`config.mk`:
```
export PLATFORM = sky130hd
export DESIGN_NAME = halfstep_seq_decoder
export DESIGN_NICKNAME = d
export VERILOG_FILES = /design/src/rtl/halfstep_seq_decoder_pkg.sv /design/src/rtl/halfstep_seq_decoder_phase_sync.sv /design/src/rtl/halfstep_seq_decoder.sv
export SDC_FILE = /design/constraint.sdc
export NUM_CORES = 1
export LEC_CHECK = 0
export CORE_UTILIZATION = 40
export DETAILED_ROUTE_END_ITERATION = 6
export HOLD_SLACK_MARGIN = 0.1
export RECOVER_POWER = 100
export SYNTH_ARGS = -nofsm -noshare
export SYNTH_HDL_FRONTEND = slang
export SYNTH_HIERARCHICAL = 1
export SYNTH_SLANG_ARGS = --single-unit
export TNS_END_PERCENT = 10
```
`constraint.sdc`:
```
create_clock -name clk -period 5.76 [get_ports clk]
set_clock_uncertainty 0.2 [all_clocks]
set_input_delay 0.576 -clock clk [delete_from_list [all_inputs] [get_ports clk]]
set_output_delay 0.576 -clock clk [all_outputs]
set_load 0.05 [all_outputs]
```
`src/rtl/halfstep_seq_decoder_pkg.sv`:
```
// Shared definitions for the half-step phase sequence decoder: code table,
// FSM state type and code-to-index lookup.
package halfstep_seq_decoder_pkg;

    localparam logic [3:0] C0 = 4'b1000;
    localparam logic [3:0] C1 = 4'b1100;
    localparam logic [3:0] C2 = 4'b0100;
    localparam logic [3:0] C3 = 4'b0110;
    localparam logic [3:0] C4 = 4'b0010;
    localparam logic [3:0] C5 = 4'b0011;
    localparam logic [3:0] C6 = 4'b0001;
    localparam logic [3:0] C7 = 4'b1001;

    typedef enum logic [1:0] {
        ACQUIRE,
        TRACK,
        FAULT
    } state_t;

    // Returns {legal, idx[2:0]}; non-table codes return all zeros.
    function automatic logic [3:0] code_to_idx(input logic [3:0] code);
        case (code)
            C0:      return {1'b1, 3'd0};
            C1:      return {1'b1, 3'd1};
            C2:      return {1'b1, 3'd2};
            C3:      return {1'b1, 3'd3};
            C4:      return {1'b1, 3'd4};
            C5:      return {1'b1, 3'd5};
            C6:      return {1'b1, 3'd6};
            C7:      return {1'b1, 3'd7};
            default: return 4'b0000;
        endcase
    endfunction

endpackage

```
`src/rtl/halfstep_seq_decoder_phase_sync.sv`:
```
// Multi-stage 4-bit flop synchronizer for the incoming phase lines;
// STAGES = 0 passes the input straight through.
module phase_sync #(
    parameter int unsigned STAGES = 2
) (
    input  logic       clk,
    input  logic       rst_n,
    input  logic [3:0] d,
    output logic [3:0] q
);

    generate
        if (STAGES == 0) begin : g_bypass
            assign q = d;
        end else begin : g_chain
            logic [3:0] chain [STAGES];

            always_ff @(posedge clk) begin
                if (!rst_n) begin
                    for (int unsigned i = 0; i < STAGES; i++) chain[i] <= '0;
                end else begin
                    chain[0] <= d;
                    for (int unsigned i = 1; i < STAGES; i++) chain[i] <= chain[i-1];
                end
            end

            assign q = chain[STAGES-1];
        end
    endgenerate

endmodule

```
`src/rtl/halfstep_seq_decoder.sv`:
```
// Receive-side half-step sequence monitor: tracks position/direction,
// pulses once per step and flags skipped steps and illegal codes.
module halfstep_seq_decoder
    import halfstep_seq_decoder_pkg::*;
#(
    parameter int unsigned POS_W       = 16,
    parameter int unsigned SYNC_STAGES = 2
) (
    input  logic                    clk,
    input  logic                    rst_n,
    input  logic [3:0]              phase_in,
    input  logic                    en,
    input  logic                    clr_err,
    output logic signed [POS_W-1:0] pos,
    output logic                    dir,
    output logic                    step_pulse,
    output logic                    locked,
    output logic                    err_skip,
    output logic                    err_illegal
);

    logic [3:0]       code_s;
    logic             legal;
    logic [2:0]       idx_new;
    logic [2:0]       diff;

    state_t           state_q, state_d;
    logic [2:0]       idx_q, idx_d;
    logic [POS_W-1:0] pos_q, pos_d;
    logic             dir_q, dir_d;
    logic             pulse_q, pulse_d;
    logic             eskip_q, eskip_d;
    logic             eill_q, eill_d;

    phase_sync #(.STAGES(SYNC_STAGES)) u_sync (
        .clk   (clk),
        .rst_n (rst_n),
        .d     (phase_in),
        .q     (code_s)
    );

    assign {legal, idx_new} = code_to_idx(code_s);
    assign diff = idx_new - idx_q;

    always_ff @(posedge clk) begin
        if (!rst_n) begin
            state_q <= ACQUIRE;
            idx_q   <= '0;
            pos_q   <= '0;
            dir_q   <= 1'b0;
            pulse_q <= 1'b0;
            eskip_q <= 1'b0;
            eill_q  <= 1'b0;
        end else begin
            state_q <= state_d;
            idx_q   <= idx_d;
            pos_q   <= pos_d;
            dir_q   <= dir_d;
            pulse_q <= pulse_d;
            eskip_q <= eskip_d;
            eill_q  <= eill_d;
        end
    end

    // Clear is applied first so that an error detected in the same cycle wins.
    always_comb begin
        state_d = state_q;
        idx_d   = idx_q;
        pos_d   = pos_q;
        dir_d   = dir_q;
        pulse_d = 1'b0;
        eskip_d = eskip_q;
        eill_d  = eill_q;

        if (clr_err) begin
            eskip_d = 1'b0;
            eill_d  = 1'b0;
        end

        case (state_q)
            ACQUIRE: begin
                if (en && legal) begin
                    idx_d   = idx_new;
                    state_d = TRACK;
                end
            end
            TRACK: begin
                if (en) begin
                    if (!legal) begin
                        eill_d  = 1'b1;
                        state_d = FAULT;
                    end else begin
                        idx_d = idx_new;
                        case (diff)
                            3'd0: ;
                            3'd1: begin
                                pos_d   = pos_q + POS_W'(1);
                                dir_d   = 1'b0;
                                pulse_d = 1'b1;
                            end
                            3'd7: begin
                                pos_d   = pos_q - POS_W'(1);
                                dir_d   = 1'b1;
                                pulse_d = 1'b1;
                            end
                            default: eskip_d = 1'b1;
                        endcase
                    end
                end
            end
            FAULT: begin
                if (clr_err) state_d = ACQUIRE;
            end
            default: state_d = ACQUIRE;
        endcase
    end

    assign pos         = pos_q;
    assign dir         = dir_q;
    assign step_pulse  = pulse_q;
    assign locked      = (state_q == TRACK);
    assign err_skip    = eskip_q;
    assign err_illegal = eill_q;

endmodule

```
# Word level (Yosys, flattened, before mapping)
# Memories as Yosys holds them, arrays and structs flattened.
# Cells that the tools add are included.
# totals
ff_bits	25
ram_bits	8
romBits	64
input_bits	8
out_inout_bits	21
wordCells	59
mem_count	2
# op_classes
add_sub_neg	3
n_eq_ne	9
n_mux	25
bitwise	2
n_reduce_logical	11
# mem_list
memory	depth	width	rd	rd_ports_with_merged_regs	wr	line	text
(no name shown)	16	4	1	0	0	halfstep_seq_decoder_pkg.sv:22	case (code)
u_sync.g_chain.chain	2	4	2	0	2	halfstep_seq_decoder_phase_sync.sv:16	logic [3:0] chain [STAGES];
# op_table
operator	n
one-hot mux 16 bit (2 select lines)	1
adder 16 x 1 -> 16 bit (second input constant)	1
AND reduction 4 bit	4
subtractor 16 x 1 -> 16 bit (second input constant)	1
2-to-1 mux 1 bit	12
2-to-1 mux 3 bit	3
2-to-1 mux 2 bit	4
2-to-1 mux 4 bit	2
!= test 2 bit (second input constant)	4
one-hot mux 2 bit (3 select lines)	1
one-hot mux 3 bit (2 select lines)	1
nonzero test 2 bit	2
equality test 3 x 1 -> 1 bit (second input constant)	1
equality test 3 bit (second input constant)	1
zero test 3 bit	1
OR reduction 3 bit	1
subtractor 3 bit	1
equality test 2 x 1 -> 1 bit (second input constant)	1
equality test 2 bit (second input constant)	1
zero test 2 bit	1
!= test 2 x 1 -> 1 bit (second input constant)	1
OR 1 bit	2
one-hot mux 1 bit (2 select lines)	1
OR reduction 2 bit	1
logical AND 1 bit	1

# Depth between registers and ports, before layout
# An unclocked memory read counts as a cell.
# logic_depth
ltp_word	8
ltp_mapped	15
depth_no_buf	14

# Cells and area by module
# Netlist, hierarchy kept.
# by_module_without_submodules
mod	instances	cells_per_inst	area_each_um2	seq_area_each_um2
halfstep_seq_decoder	1	216	1794.2	500.5
phase_sync	1	20	240.2	160.2

# Least setup slack after synthesis
# OpenSTA, ideal clock, no wires.
# synth_path
path_kind	reg2reg
start	memory u_sync.g_chain.chain[1][3] (netlist: u_sync/g_chain.chain[0][7])
end	register pos_q[15] (netlist: pos[15])
setup_ns	0.072
arrival_ns	4.900
path_slack_ns	0.588
stages_incl_launch_ff	16
path_buffers	1
synth_period_minus_slack_ns	5.172
path_cell_list	dfxtp_1 > buf_4 > and2_4 > or4_1 > ha_1 > fa_1 > xnor2_1 > xor2_1 > nor3_1 > ha_1 > a21o_1 > a21o_1 > a211o_1 > o32ai_1 > mux2i_1 > mux2i_1
# synth_lines
element	line	text
start: declaration	halfstep_seq_decoder_phase_sync.sv:16	
end signal: assignment	halfstep_seq_decoder.sv:57	pos_q <= pos_d;
end: declaration	halfstep_seq_decoder.sv:29	logic [POS_W-1:0] pos_q, pos_d;

==> results.cfg <==
[status]
outcome = finished clean

[floorplan]
die_h_um = 73.3
die_w_um = 73.3
initial_utilization_pct = 42.2
die_area_mm2 = 0.00538
design.portCount = 29
placeableCoreArea_mm2 = 0.00482
placement_rows = 25

[critical_path]
critPathSlowestCell = sky130_fd_sc_hd__or4_1
worst_path_largest_cell_delay_ns = 0.56
worst_setup_start_kind = flop
worst_path_fanout_max = 9
timing.critical_path.required_ns = 5.78
worst_ep_arrival_time_ns = 4.98
timing.critical_path.cells = and2_0 > or4_1 > ha_1 > fa_1 > xnor2_1 > xor2_1 > nor3_2 > buf_4 > ha_1 > a21o_1 > a21o_1 > a211o_1 > o32ai_1 > mux2i_1 > mux2i_1
timing.critical_path.to_type = flop
crit_path_class = reg2reg

[power]
p_per_area_mw_per_mm2 = 206
total_switching_power_uw = 113
irDropWorstVdd_mv = 0.0950
p_seq_share_pct = 46.4
clockPowerShare_pct = 44.8
netSwitchingFraction_pct = 22.2
design_internal_power_uw = 395
leak_pwr_nw = 1.14
power.combinational.fraction_pct = 8.8
totalPowerFinal_uw = 508

[timing]
setup_viol_count_final = 0
worst_slew_pin_slew_ns = 1.10
timing.fmax_mhz = 201
relSlewSlack_pct = 26.5
setup_total_negative_slack_ns = 0
period_share_pct = 86.2
rsz0062_at_grt = no
final.min_clock_period_ns = 4.96
slew_violations = 0
number_of_hold_violations_in_the_final_report = 0

[cts]
cts_buffers = 5
holdBufCountCts = 0
cts_tree = built
cts_root_buf = sky130_fd_sc_hd__clkbuf_8
postCtsSetupBuffers = 0
tritoncts_num_sinks = 33
clk_transition_reported_paths_ns = 0.07
clk-insertion-delay-late_ns = 0.28
htree_num_levels = 2
clockBufferDepth = 2
post_cts_resize_count = 0

[synthesis]
ys.flop_type = sky130_fd_sc_hd__dfxtp_1
synth_nets = 261
yosys-mux-area-fraction_pct = 2.52
synth_xor_xnor_area_share_pct = 4.98
synthTopCellsByArea = sky130_fd_sc_hd__dfxtp_1 32%, sky130_fd_sc_hd__ha_1 9.2%, sky130_fd_sc_hd__nand2_1 5.0%, sky130_fd_sc_hd__a21oi_1 4.9%, sky130_fd_sc_hd__nor2_1 3.3%
synth_cell_types = 48
post_synth.cell_area_avg_um2 = 8.62
synthAdderAreaFrac_pct = 11.2
synth_simple_gate_area_share_pct = 25.0
synth.top_cells.by_count = 33 x sky130_fd_sc_hd__dfxtp_1, 27 x sky130_fd_sc_hd__nand2_1, 20 x sky130_fd_sc_hd__a21oi_1
synth_edf_count = 0
share_of_synthesized_area_occupied_by_flip_flops_and_latches_pct = 32.5
synth-seq-cells = 33
synth-warning-count = 6
main_combinational_cell_family_by_area_after_synthesis = simple AND/OR/NAND/NOR gates
share_of_the_synthesized_area_in_compound_gates_ao_oa_aoi_oai_pct = 20.0
synth_most_common_cell = sky130_fd_sc_hd__dfxtp_1
synth_top_area_share_pct = 32.5
netlist_instances = 236
ys_async_sr_fraction_pct = 0
synth.cell_area_mm2 = 0.00203
netlist.top_cell.by_area = sky130_fd_sc_hd__dfxtp_1

[drt]
detailroute.via_count = 1649
detail_route.wl_per_cell_um = 12.3
drt_iter0_drc = 66
finalWirelength_um = 4060
via_per_inst = 4.98
detail_route.first_pass.iterations = 4
post-route-drc-count = 0
antenna_violating_nets_post_route = 0

[placed_design]
hpwlAfterDp_um = 2960
number_of_port_buffers = 28
gp_routability_congestion = 0.842

[finish]
seqCellArea_um2 = 661
area_growth_syn_to_layout_pct = 21.0
final.fill_count = 475
nNetsFinal = 288
antenna_cells_inserted = 0
multiInputGateArea_mm2 = 0.00129
drive_gt1_share_pct = 5.68

[global_routing]
grt_pass1_vias = 1490
overall_global_routing_resource_usage_pct = 16.4
grt_pass1_wl_um = 6760
grt_max_degree = 21
globalRoute.totalOverflow = 0
antenna_found_initial = 0

[job]
cap_violations = 0

[min_path]
timing.hold.worst.class = reg2reg
-- cells in the final DEF (no fill, tap or decap), types with 3 or more instances in the layout --
cell | Yosys | layout
sky130_fd_sc_hd__and2_0 | 0 | 6
sky130_fd_sc_hd__xnor2_1 | 5 | 5
sky130_fd_sc_hd__a211o_1 | 4 | 4
sky130_fd_sc_hd__ha_1 | 15 | 15
sky130_fd_sc_hd__nor2_1 | 18 | 19
sky130_fd_sc_hd__nand2b_1 | 5 | 5
sky130_fd_sc_hd__nand3_1 | 8 | 8
sky130_fd_sc_hd__a21o_1 | 7 | 7
sky130_fd_sc_hd__o21ai_0 | 6 | 6
sky130_fd_sc_hd__nor2b_1 | 3 | 3
sky130_fd_sc_hd__clkdlybuf4s50_1 | 0 | 6
sky130_fd_sc_hd__nand2_1 | 27 | 27
sky130_fd_sc_hd__dlygate4sd3_1 | 0 | 22
sky130_fd_sc_hd__xor2_1 | 4 | 4
sky130_fd_sc_hd__a21oi_1 | 20 | 21
sky130_fd_sc_hd__or3_1 | 5 | 5
sky130_fd_sc_hd__clkbuf_8 | 0 | 6
sky130_fd_sc_hd__mux2i_1 | 4 | 4
sky130_fd_sc_hd__and2_1 | 10 | 5
sky130_fd_sc_hd__a211oi_1 | 7 | 7
sky130_fd_sc_hd__o21a_1 | 3 | 3
sky130_fd_sc_hd__dfxtp_1 | 33 | 33
sky130_fd_sc_hd__inv_1 | 7 | 7
-- layout make-up --
type	count	share of cell area (%)
multi-input cells	187	52.3
flip-flops and latches	33	26.8
repair buffers	29	11.7
clock buffers	7	3.51
well taps	67	3.41
clock inverters	1	1.22
inverters	7	1.07
-- state kept, by name, summed over array words and instances (netlist names) --
| register | flops |
|---|---|
| err_illegal | 1 |
| step_pulse | 1 |
| idx_q | 3 |
| dir | 1 |
| u_sync/g_chain.chain | 8 |
| state_q | 2 |
| pos | 16 |
| err_skip | 1 |
-- per-stage QoR --
step	worst slack, ns	cells	util (%)	hold WS, ns	cell area [µm²]
global placement	0.956	323	49.0	0.216	2360
floorplan	0.588	236	-	0.206	2030
detailed placement	0.851	323	49.0	0.219	2360
global route	0.440	331	51.1	0.270	2460
finish	0.796	331	51.1	0.232	2460
CTS	0.843	331	51.4	0.237	2470
-- critical path: cells and delay by family (launching register included) --
family / cells / cell delay, ns
simple gates: 3 / 1.27
compound gates: 4 / 1.08
fa+ha+maj: 3 / 0.89
mux: 2 / 0.43
xor+xnor: 2 / 0.42
flops: 1 / 0.33
buf+inv: 1 / 0.29
-- logic make-up (layout without fill, tap and decap cells) --
kind of cell,count (synthesis),after routing
AOI/OAI and AO/OA,61,61
xor gates and xnor gates,10,10
adders and majority gates,17,17
buffers and inverters,16,44
DFF,33,33
muxes,5,5
and+or+nand+nor,94,94
-- path summary, 6_finish.rpt --
path,startpoint,endpoint,slack [ns],depth (start not counted)
worst min-delay path,u_sync/g_chain.chain[0][2]$_SDFF_PN0_,u_sync/g_chain.chain[0][6]$_SDFF_PN0_,0.23,1
worst min register to register,u_sync/g_chain.chain[0][2]$_SDFF_PN0_,u_sync/g_chain.chain[0][6]$_SDFF_PN0_,0.23,1
worst max register to register,u_sync/g_chain.chain[0][5]$_SDFF_PN0_,pos[15]$_SDFFE_PN0P_,0.80,15
worst max-delay path,u_sync/g_chain.chain[0][5]$_SDFF_PN0_,pos[15]$_SDFFE_PN0P_,0.80,15
-- power by group through the flow --
stage,combinational [mW],clock (mW),sequential [mW]
final,0.0447,0.227,0.235
after global routing,0.0500,0.242,0.236
after CTS,0.0475,0.235,0.235
after detailed placement,0.0473,0,0.241
after global placement,0.0468,0,0.241
after floorplan,0.0359,0,0.240
-- layer usage --
layer | track usage (%) | up-vias | part of all wire (%)
met2 | 24.5 | 30 | 43
li1 | - | 900 | -
met1 | 22.9 | 717 | 52
met5 | 0 | - | 0
met4 | 5.56 | 0 | 0.71
met3 | 4.39 | 2 | 4.3
(Power assumes the default switching activity.)
